**src/rtl/accum_alu.sv**
```systemverilog
// accum_alu -- parametrised accumulator ALU.
//
// Keeps a W-bit accumulator C. Each accepted transaction (op_valid & op_ready
// at a rising clk edge) applies a 4-bit opcode with operand A. Most ops finish
// at the accepting edge. MUL (shift-add) and DIV (restoring) use W iterations,
// one per clock. During that time op_ready is low and C / C_hi hold the
// iteration state.
//
// Ports:
//   clk       rising-edge clock
//   rst       asynchronous, active-low reset
//   op_valid  opcode/operand presented
//   op_ready  block can accept an op this cycle (IDLE)
//   opcode    operation select
//   A         operand
//   C         accumulator (low result)
//   C_hi      MUL high half / DIV remainder
//   done      one-cycle pulse after an op completes
//   carry     carry / borrow / shifted-out bit
//   overflow  signed overflow, or MUL high half non-zero
//   zero      C == 0
//   error     sticky: undefined opcode or divide by zero
module accum_alu #(
  parameter  int W  = 8,
  localparam int CW = $clog2(W+1)
) (
  input  logic         clk,
  input  logic         rst,
  input  logic         op_valid,
  output logic         op_ready,
  input  logic [3:0]   opcode,
  input  logic [W-1:0] A,
  output logic [W-1:0] C,
  output logic [W-1:0] C_hi,
  output logic         done,
  output logic         carry,
  output logic         overflow,
  output logic         zero,
  output logic         error
);

  localparam logic [3:0] OP_NOOP = 4'd0,  OP_RST = 4'd1,  OP_LOAD = 4'd2,
                         OP_ADD  = 4'd5,  OP_SUB = 4'd6,  OP_AND  = 4'd9,
                         OP_OR   = 4'd10, OP_XOR = 4'd11, OP_SHL  = 4'd12,
                         OP_SHR  = 4'd13, OP_MUL = 4'd14, OP_DIV  = 4'd15;

  typedef enum logic [1:0] {S_IDLE, S_MUL, S_DIV} state_t;

  state_t        state_q, state_d;
  logic [CW-1:0] cnt_q;
  logic [W-1:0]  b_q;       // operand captured at acceptance

  logic accept, go_mul, go_div, last_iter;

  assign accept    = op_valid & op_ready;
  assign go_mul    = (opcode == OP_MUL);
  assign go_div    = (opcode == OP_DIV) & (A != '0);
  assign last_iter = (cnt_q == CW'(W-1));

  // ---------------- FSM: state register ----------------
  always_ff @(posedge clk or negedge rst) begin
    if (!rst) state_q <= S_IDLE;
    else      state_q <= state_d;
  end

  // ---------------- FSM: next state ----------------
  always_comb begin
    state_d = state_q;
    case (state_q)
      S_IDLE: if (accept) begin
        if (go_mul)      state_d = S_MUL;
        else if (go_div) state_d = S_DIV;
      end
      S_MUL, S_DIV: if (last_iter) state_d = S_IDLE;
      default: state_d = S_IDLE;
    endcase
  end

  // ---------------- FSM: outputs ----------------
  always_comb begin
    op_ready = (state_q == S_IDLE);
  end

  assign zero = (C == '0);

  // ---------------- single-cycle arithmetic ----------------
  logic [W:0]   add_full;
  logic [W-1:0] sub_res;
  logic         add_ovf, sub_ovf;

  assign add_full = {1'b0, C} + {1'b0, A};
  assign sub_res  = C - A;
  // Signed overflow: operands agree in sign (ADD) or differ (SUB) and the
  // result sign differs from C.
  assign add_ovf  = (C[W-1] == A[W-1]) & (add_full[W-1] ^ C[W-1]);
  assign sub_ovf  = (C[W-1] ^ A[W-1])  & (sub_res[W-1]  ^ C[W-1]);

  // ---------------- MUL iteration ----------------
  // {C_hi,C} is the product/multiplier pair. Each step adds the multiplicand
  // into the high half when the multiplier LSB is set, then shifts the whole
  // pair (including the add carry) right by one.
  logic [W:0]   mul_sum;
  logic [W-1:0] mul_hi, mul_lo;

  assign mul_sum = {1'b0, C_hi} + (C[0] ? {1'b0, b_q} : '0);
  assign mul_hi  = mul_sum[W:1];
  assign mul_lo  = {mul_sum[0], C[W-1:1]};

  // ---------------- DIV iteration ----------------
  // C_hi is the partial remainder and C shifts the dividend out and the
  // quotient in. The shifted remainder needs W+1 bits before the compare.
  logic [W:0]   div_tmp, div_sub;
  logic         div_ge;
  logic [W-1:0] div_hi, div_lo;

  assign div_tmp = {C_hi, C[W-1]};
  assign div_sub = div_tmp - {1'b0, b_q};
  assign div_ge  = (div_tmp >= {1'b0, b_q});
  assign div_hi  = div_ge ? div_sub[W-1:0] : div_tmp[W-1:0];
  assign div_lo  = {C[W-2:0], div_ge};

  // ---------------- datapath ----------------
  always_ff @(posedge clk or negedge rst) begin
    if (!rst) begin
      C        <= '0;
      C_hi     <= '0;
      carry    <= 1'b0;
      overflow <= 1'b0;
      error    <= 1'b0;
      done     <= 1'b0;
      cnt_q    <= '0;
      b_q      <= '0;
    end else begin
      done <= 1'b0;
      case (state_q)
        S_IDLE: if (accept) begin
          cnt_q <= '0;
          // MUL and DIV (non-zero divisor) report done only after the iterations.
          done  <= ~(go_mul | go_div);
          case (opcode)
            OP_NOOP: ;
            OP_RST: begin
              C        <= '0;
              C_hi     <= '0;
              carry    <= 1'b0;
              overflow <= 1'b0;
              error    <= 1'b0;
            end
            OP_LOAD: C <= A;
            OP_ADD: begin
              C        <= add_full[W-1:0];
              carry    <= add_full[W];
              overflow <= add_ovf;
            end
            OP_SUB: begin
              C        <= sub_res;
              carry    <= (C < A);
              overflow <= sub_ovf;
            end
            OP_AND: C <= C & A;
            OP_OR:  C <= C | A;
            OP_XOR: C <= C ^ A;
            OP_SHL: begin
              C     <= {C[W-2:0], 1'b0};
              carry <= C[W-1];
            end
            OP_SHR: begin
              C     <= {1'b0, C[W-1:1]};
              carry <= C[0];
            end
            OP_MUL: begin
              C_hi <= '0;
              b_q  <= A;
            end
            OP_DIV: begin
              if (A == '0) begin
                error <= 1'b1;
              end else begin
                C_hi <= '0;
                b_q  <= A;
              end
            end
            default: error <= 1'b1;  // undefined opcodes act as NOOP
          endcase
        end
        S_MUL: begin
          C     <= mul_lo;
          C_hi  <= mul_hi;
          cnt_q <= cnt_q + CW'(1);
          if (last_iter) begin
            cnt_q    <= '0;
            overflow <= |mul_hi;
            carry    <= 1'b0;
            done     <= 1'b1;
          end
        end
        S_DIV: begin
          C     <= div_lo;
          C_hi  <= div_hi;
          cnt_q <= cnt_q + CW'(1);
          if (last_iter) begin
            cnt_q    <= '0;
            overflow <= 1'b0;
            carry    <= 1'b0;
            done     <= 1'b1;
          end
        end
        default: cnt_q <= '0;
      endcase
    end
  end

endmodule

```
**config.mk**
```make
export PLATFORM = sky130hd
export DESIGN_NAME = accum_alu
export DESIGN_NICKNAME = d
export VERILOG_FILES = /design/src/rtl/accum_alu.sv
export SDC_FILE = /design/constraint.sdc
export NUM_CORES = 1
export LEC_CHECK = 0
export ABC_AREA = 1
export CAP_MARGIN = 20
export CORE_MARGIN = 10
export CORE_UTILIZATION = 35
export CTS_CLUSTER_SIZE = 14
export DETAILED_ROUTE_END_ITERATION = 8
export DONT_BUFFER_PORTS = 1
export GPL_ROUTABILITY_DRIVEN = 0
export PLACE_DENSITY = 0.61
export SKIP_LAST_GASP = 1
export SLEW_MARGIN = 20
export SYNTH_ARGS = -nofsm -noshare
export SYNTH_HDL_FRONTEND = slang
export SYNTH_SLANG_ARGS = --single-unit
```
**constraint.sdc**
```tcl
create_clock -name clk -period 2.35 [get_ports clk]
set_input_delay 0.3525 -clock clk [delete_from_list [all_inputs] [get_ports clk]]
set_output_delay 0.3525 -clock clk [all_outputs]
set_load 0.02 [all_outputs]
```
Word level (Yosys, flattened, before mapping)
Cells that the tools add are included.
- input bits: 15
- word-level logic and storage cells: 107
- output and inout port bits: 22
- register bits: 34
- mux-type cells: 32
- reductions and logical operators: 19
- equality and inequality tests: 27
- bitwise gates (word level): 13
- add/subtract/negate cells: 5
- order comparisons: 2
- operator list (cell ; number):
    $pmux 8 s9 ; 1
    $mux 8 ; 6
    $pmux 8 s3 ; 2
    $pmux 8 s2 ; 2
    $eq 4x4->1 const B ; 7
    $add 8x8->9 ; 2
    $logic_not 8->1 ; 2
    $reduce_and 4->1 ; 4
    $sub 8x8->8 ; 2
    $eq 4x3->1 const B ; 3
    $ne 10x1->1 const B ; 1
    $reduce_or 10->1 ; 1
    $ge 9x8->1 ; 1
    $pmux 1 s3 ; 3
    $and 8x8->8 ; 1
    $lt 8x8->1 ; 1
    $mux 2 ; 4
    $mux 4 ; 2
    $or 8x8->8 ; 1
    $pmux 4 s2 ; 1
    $reduce_bool 8->1 ; 1
    $reduce_or 8->1 ; 1
    $xor 8x8->8 ; 1
    $mux 1 ; 7
    other kinds (27) ; 41

Logic depth before layout (Yosys ltp)
Gate-level depths: netlist (run 1).
- depth in word-level cells: 6
- gate-level depth with buffers: 16
- depth with buffers taken out: 15

Worst setup path before layout (run 1)
OpenSTA, ideal clock, no wires.
- kind: register to register
- start: register C[7]
- end: register C_hi[6]
- path buffers: 0
- stages on the path, launching flop included: 15
- required time: 2.233 ns
- setup slack: 0.160 ns
- data arrival time: 2.073 ns
- setup time: 0.117 ns
- period minus slack after synthesis: 2.190 ns
- path through: dfrtp_1 -> inv_1 -> ha_1 -> fa_1 -> nand3b_1 -> nand2_1 -> nand2_1 -> nand2_1 -> nand2_1 -> nand2_1 -> nand2_1 -> o211ai_1 -> nand2_1 -> nand2_1 -> nand2_1
- cells in the longest elaborated chain, start to end: 3
- elaborated cells between the ends (all ways): 4
- classes of those cells: add/sub: 1; order compare: 1; mux: 2
- ends and longest elaborated chain (item ; RTL line ; RTL):
    from (decl) ; 33 ; output logic [W-1:0] C,
    from (signal assigned) ; 151 ; C <= add_full[W-1:0];
    from (signal assigned) ; 156 ; C <= sub_res;
    from (signal assigned) ; 160 ; OP_AND: C <= C & A;
    $sub 8x8->8 / $ge 9x8->1 (equally long branches) ; 117, 118 ;
    $mux 8 * ; 119 ; assign div_hi = div_ge ? div_sub[W-1:0] : div_tmp[W-1:0];
    $pmux 8 s3 * ; 135 ; case (state_q)
    to (signal assigned) ; 188 ; C_hi <= mul_hi;
    to (signal assigned) ; 199 ; C_hi <= div_hi;
    to (decl) ; 34 ; output logic [W-1:0] C_hi,
Mark *: on every way between the ends. The rest lies on a longest branch, timed or not.
A chain may end at the register's enable or synchronous reset.

Final worst setup path (run 1)
- start: register C[0]
- end: register overflow
- cells in the longest elaborated chain, start to end: 6
- elaborated cells between the ends (all ways): 13
- classes of those cells: add/sub: 3; mux: 5; bitwise: 4; reduce/logical: 1
- ends and longest elaborated chain (item ; RTL line ; RTL):
    $sub 8x8->8 / $add 8x8->9 (equally long branches) ; 92, 91 ;
    $xor 1x1->1 (on tied branches) ; 96, 95 ;
    $and 1x1->1 (on tied branches) ; 96, 95 ;
    $pmux 1 s3 ; 140 ; case (opcode)
    $mux 1 ; 136 ; S_IDLE: if (accept) begin
    $pmux 1 s3 * ; 135 ;
    to (signal assigned) ; 153 ; overflow <= add_ovf;
    to (signal assigned) ; 158 ; overflow <= sub_ovf;
    to (signal assigned) ; 192 ; overflow <= |mul_hi;
    to (decl) ; 37 ; output logic overflow,
Mark *: on every way between the ends. The rest lies on a longest branch, timed or not. The select of a mux whose other input is x is not followed.

==> results.txt, run 1 <==
----------------------------------------------------
[Status]
  Outcome ... completed

[Floorplan]
  Row cnt ... 40
  Placeable Area ... 12,000 um2
  Width of the chip ... between 100 and 150 um
  Effective utilization at floorplan ... 35.5%
  Die ar. ... approximately 17,000 um2
  IO Pins ... 37
  Die boundary height ... about 130 um

[Global route]
  Wire length of the first global-routing pass ... 21,700 um
  GR Overflow Total ... 0
  Initial antenna violation count ... 0
  Tot GR Track Use ... between 10% and 20%
  Number of global-route vias before repair ... 4,341
  Maximum number of pins on one net before global-route repair ... 35

[Worst setup path]
  Element type at the critical path start ... flip-flop
  Crit path arrival time ... between 2 and 2.5 ns
  Longest individual stage delay on the worst path ... between 0.4 and 0.5 ns
  Kind of cell adding the most delay to the critical path ... simple AND/OR/NAND/NOR gates
  Chain of cells forming the critical path ... nand2_1 -> inv_1 -> ha_1 -> fa_1 -> nand3_1 -> nand3_1 -> nand2_1 -> nand3_1 -> nor2_1 -> nand3_1 -> nor2_1 -> nor2_1 -> nor2_1 -> nor2_1
  Worst setup path category ... flip-flop to flip-flop
  WP data required ... approximately 2.5 ns
  Crit path capture type ... flip-flop
  Worst setup path startpoint ... C[0]
  Standard cell with the maximum stage delay on the critical path ... fa_1
  Worst reg2reg startpoint ... C[0]
  Worst path most repeated cell ... nor2_1
  CP Buf/Inv Count ... 1
  CP Max Fanout ... 5

[Clock tree]
  Number of buffers inserted during clock tree synthesis ... 5
  Clock-pin slew on the worst setup and hold paths ... 0.06 ns
  Post-cts repair resize count ... 0
  Total clock sinks ... 34
  Source-to-sink clock delay at the later pin of the worst-skew pair ... 0.29 ns
  Number of buffers between clock root and the deepest sink ... 2
  Clock tree root driver cell ... clkbuf_16
  Clock H-tree levels ... 2
  Clock tree from TritonCTS ... yes

[STA]
  Actual transition at the worst max-transition pin ... around 0.56 ns
  Post-route clock period utilization ... a little over 90%
  Finish-stage setup viols ... 0
  Relative slew margins ... a little over three fifths
  Count of final hold-check violations ... 0
  Total negative setup slack ... 0 ns
  Clock skew ... 0.00706 ns
  Max frequency ... roughly 460 MHz
  Final Max Slew Viols ... 0
  Setup repair after global routing missed its margin ... no
  Shortest clock period the worst path allows after layout ... between 2 and 2.5 ns

[Synthesis]
  Adder-cell share of the synthesized area ... between 10% and 20%
  Number of cells produced by synthesis ... just under 700
  Async set-or-reset flop fraction in the synthesized netlist ... 100%
  Sequential share of the synthesized area ... between 20% and 30%
  Largest family of logic cells by synthesized area ... simple AND/OR/NAND/NOR gates
  Cell type with the largest total area after synthesis ... dfrtp_1
  Primary flip-flop cell chosen by synthesis mapping ... dfrtp_1
  Post-Synthesis Cell Area ... between 4000 and 5000 um2
  Netlist cell types ... between 40 and 50
  Compound-Gate Fraction of Synth Area ... 13.4%
  Syn. warnings ... 0
  Top cells by instance count after synthesis ... nand2_1 (217), inv_1 (105), nor2_1 (76)
  Main area contributors after synthesis ... dfrtp_1 (20%), nand2_1 (19%), ha_1 (13%), inv_1 (9.3%), nor2_1 (6.7%)
  Multiplexer area fraction after synthesis ... 0%
  Area fraction in and, or, nand and nor cells after synthesis ... just under 40%
  Average footprint of a synthesized cell ... slightly above 6 um2
  XOR/XNOR share of the synthesized area ... under 10%
  Share of Yosys cell area claimed by the top area cell type ... about 20%
  Number of register bits inferred by synthesis ... 34
  Post-synth EDFFs ... 0
  Synth Net Count ... between 700 and 800
  Most frequent cell after synthesis ... nand2_1

[Detailed routing]
  Final Routed Wirelength ... 13,100 um
  Detailed-route wire length per cell ... ~15 um
  Average vias per placed instance ... between 5 and 6
  DRT iter0 DRCs ... 366
  DRC Markers ... 0
  DR vias ... 4,459
  Post-detailed-route count of antenna-violating nets ... 0
  DRT Pass-1 Iters ... 5

[Finish]
  Share of layout cells above drive strength 1 ... 9.18%
  Diodes inserted ... 0
  Fraction of the core area covered by cells at the end of the flow ... approximately 40%
  Cell Count, Final, Fillers Out ... roughly 860
  Final standard cell area without fillers ... 4710 um2
  Synthesis-to-finish area growth ... 11.0%
  Final nets ... 771

[Pwr]
  Net switching power ... ~3800 uW
  P per Cell Area ... around 1400 nW/um2
  Share of total power in sequential cells ... between 10% and 20%
  Gate power share ... 71.7%
  Share of total power in the clock network ... roughly a tenth
  Switching Share ... a little under three fifths
  Static leakage ... between 0.002 and 0.003 uW
  Internal Pwr Total ... ~2900 uW
  Max VDD drop ... a little under 0.5 mV

[Flow run]
  Count of max-cap constraint violations ... 0

[Place]
  Standard cell area after detailed placement ... approximately 4500 um2
  Number of buffers added on ports ... 0
  Detailed placement HPWL ... between 10,000 and 15,000 um
  Count of placed standard cells including taps ... around 850

[Min path]
  Worst hold-check path type ... primary input to flip-flop
  Worst hold start ... A[0]

----------------------------------------------------
[layer usage]
layer / track usage (%) / vias to the layer above / share of wire (%)
met4: 4.56 / 0 / 1.8
met3: 4.10 / 15 / 7.8
met5: 0 / - / 0
li1: - / 2244 / -
met1: 19.0 / 2063 / 42
met2: 27.3 / 137 / 48
[metrics by stage]
step	hold slack [ns]	total power, uW	setup slack, ns
floorplan	0.0569	4680	0.160
global placement	0.0586	5850	0.268
detailed placement	0.0587	5940	0.213
CTS	0.266	6660	0.191
global route	0.275	7350	0.00391
finish	0.269	6660	0.174
[flip-flops by register name, summed over array words and instances (netlist names), 2 cells and up]
| register | count |
|---|---|
| C | 8 |
| state_q | 2 |
| b_q | 8 |
| C_hi | 8 |
| cnt_q | 4 |
[worst paths after layout]
check | to | slack, ns | cells past startpoint
worst max-delay path | overflow | 0.17 | 14
worst min-delay path | b_q[0] | 0.27 | 2
worst max register to register | overflow | 0.17 | 14
worst min register to register | b_q[0] | 0.52 | 2
max in group asynchronous | cnt_q[1] | 1.65 | 2
min in group asynchronous | C_hi[6] | 0.51 | 2
[layout make-up]
| class | count | area (um2) |
|---|---|---|
| sequential | 34 | 851 |
| clock buffer | 5 | 125 |
| inverter | 108 | 408 |
| fill | 1268 | 7250 |
| tap | 147 | 184 |
| timing repair buffer | 24 | 195 |
| multi-input combinational | 534 | 2930 |
| clock inverter | 3 | 21.3 |
[kinds of logic (layout without fill, tap and decap cells)]
kind of cell | count (synthesis) | count (layout)
AOI/OAI and AO/OA | 92 | 92
DFF | 34 | 34
xor gates and xnor gates | 5 | 5
buffers and inverters | 117 | 140
adders and majority gates | 49 | 49
and+or+nand+nor | 388 | 388
[power by group through the flow]
stage | Combinational (uW) | Sequential, uW | Clock, uW
2_1_floorplan | 3410 | 1270 | 0
3_3_place_gp | 4630 | 1220 | 0
3_5_place_dp | 4710 | 1230 | 0
4_1_cts | 4750 | 1220 | 686
5_1_grt | 5380 | 1260 | 709
6_report | 4780 | 1210 | 674
[cells in the final DEF (no fill, tap or decap), types with 2 or more instances in the layout]
cell type  instances
a21oi_1           30
buf_4             22
clkbuf_16          5
dfrtp_1           34
fa_1               4
ha_1              45
inv_1            105
inv_2              2
nand2_1          217
nand2_2            4
nand2_4            2
nand3_1           50
nand3b_1           2
nand4_1           12
nand4_2            2
nor2_1            76
nor2_2             5
nor2_4             4
nor3_1             9
o211ai_1           5
o21ai_0           20
o21ai_1            3
o21ai_2            8
o22ai_1           17
o31ai_1            2
xnor2_1            2
xor2_1             3
[what timing repair did]
action / 4_1_cts / 5_1_grt
hold buffers: 2 / 0
buffers inserted: 0 / 0
hold endpoints to repair: 34 / 0
Power figures use the tool's default switching activity.
==> inputs of run 2 (changes only) <==
--- a/config.mk
+++ b/config.mk
@@ -15,7 +15,7 @@
 export GPL_ROUTABILITY_DRIVEN = 0
 export PLACE_DENSITY = 0.61
 export SKIP_LAST_GASP = 1
-export SLEW_MARGIN = 20
+export SLEW_MARGIN = 5
 export SYNTH_ARGS = -nofsm -noshare
 export SYNTH_HDL_FRONTEND = slang
 export SYNTH_SLANG_ARGS = --single-unit
==> results of run 2 <==
Final layout, timing and power as in run 1 (identical DEF).
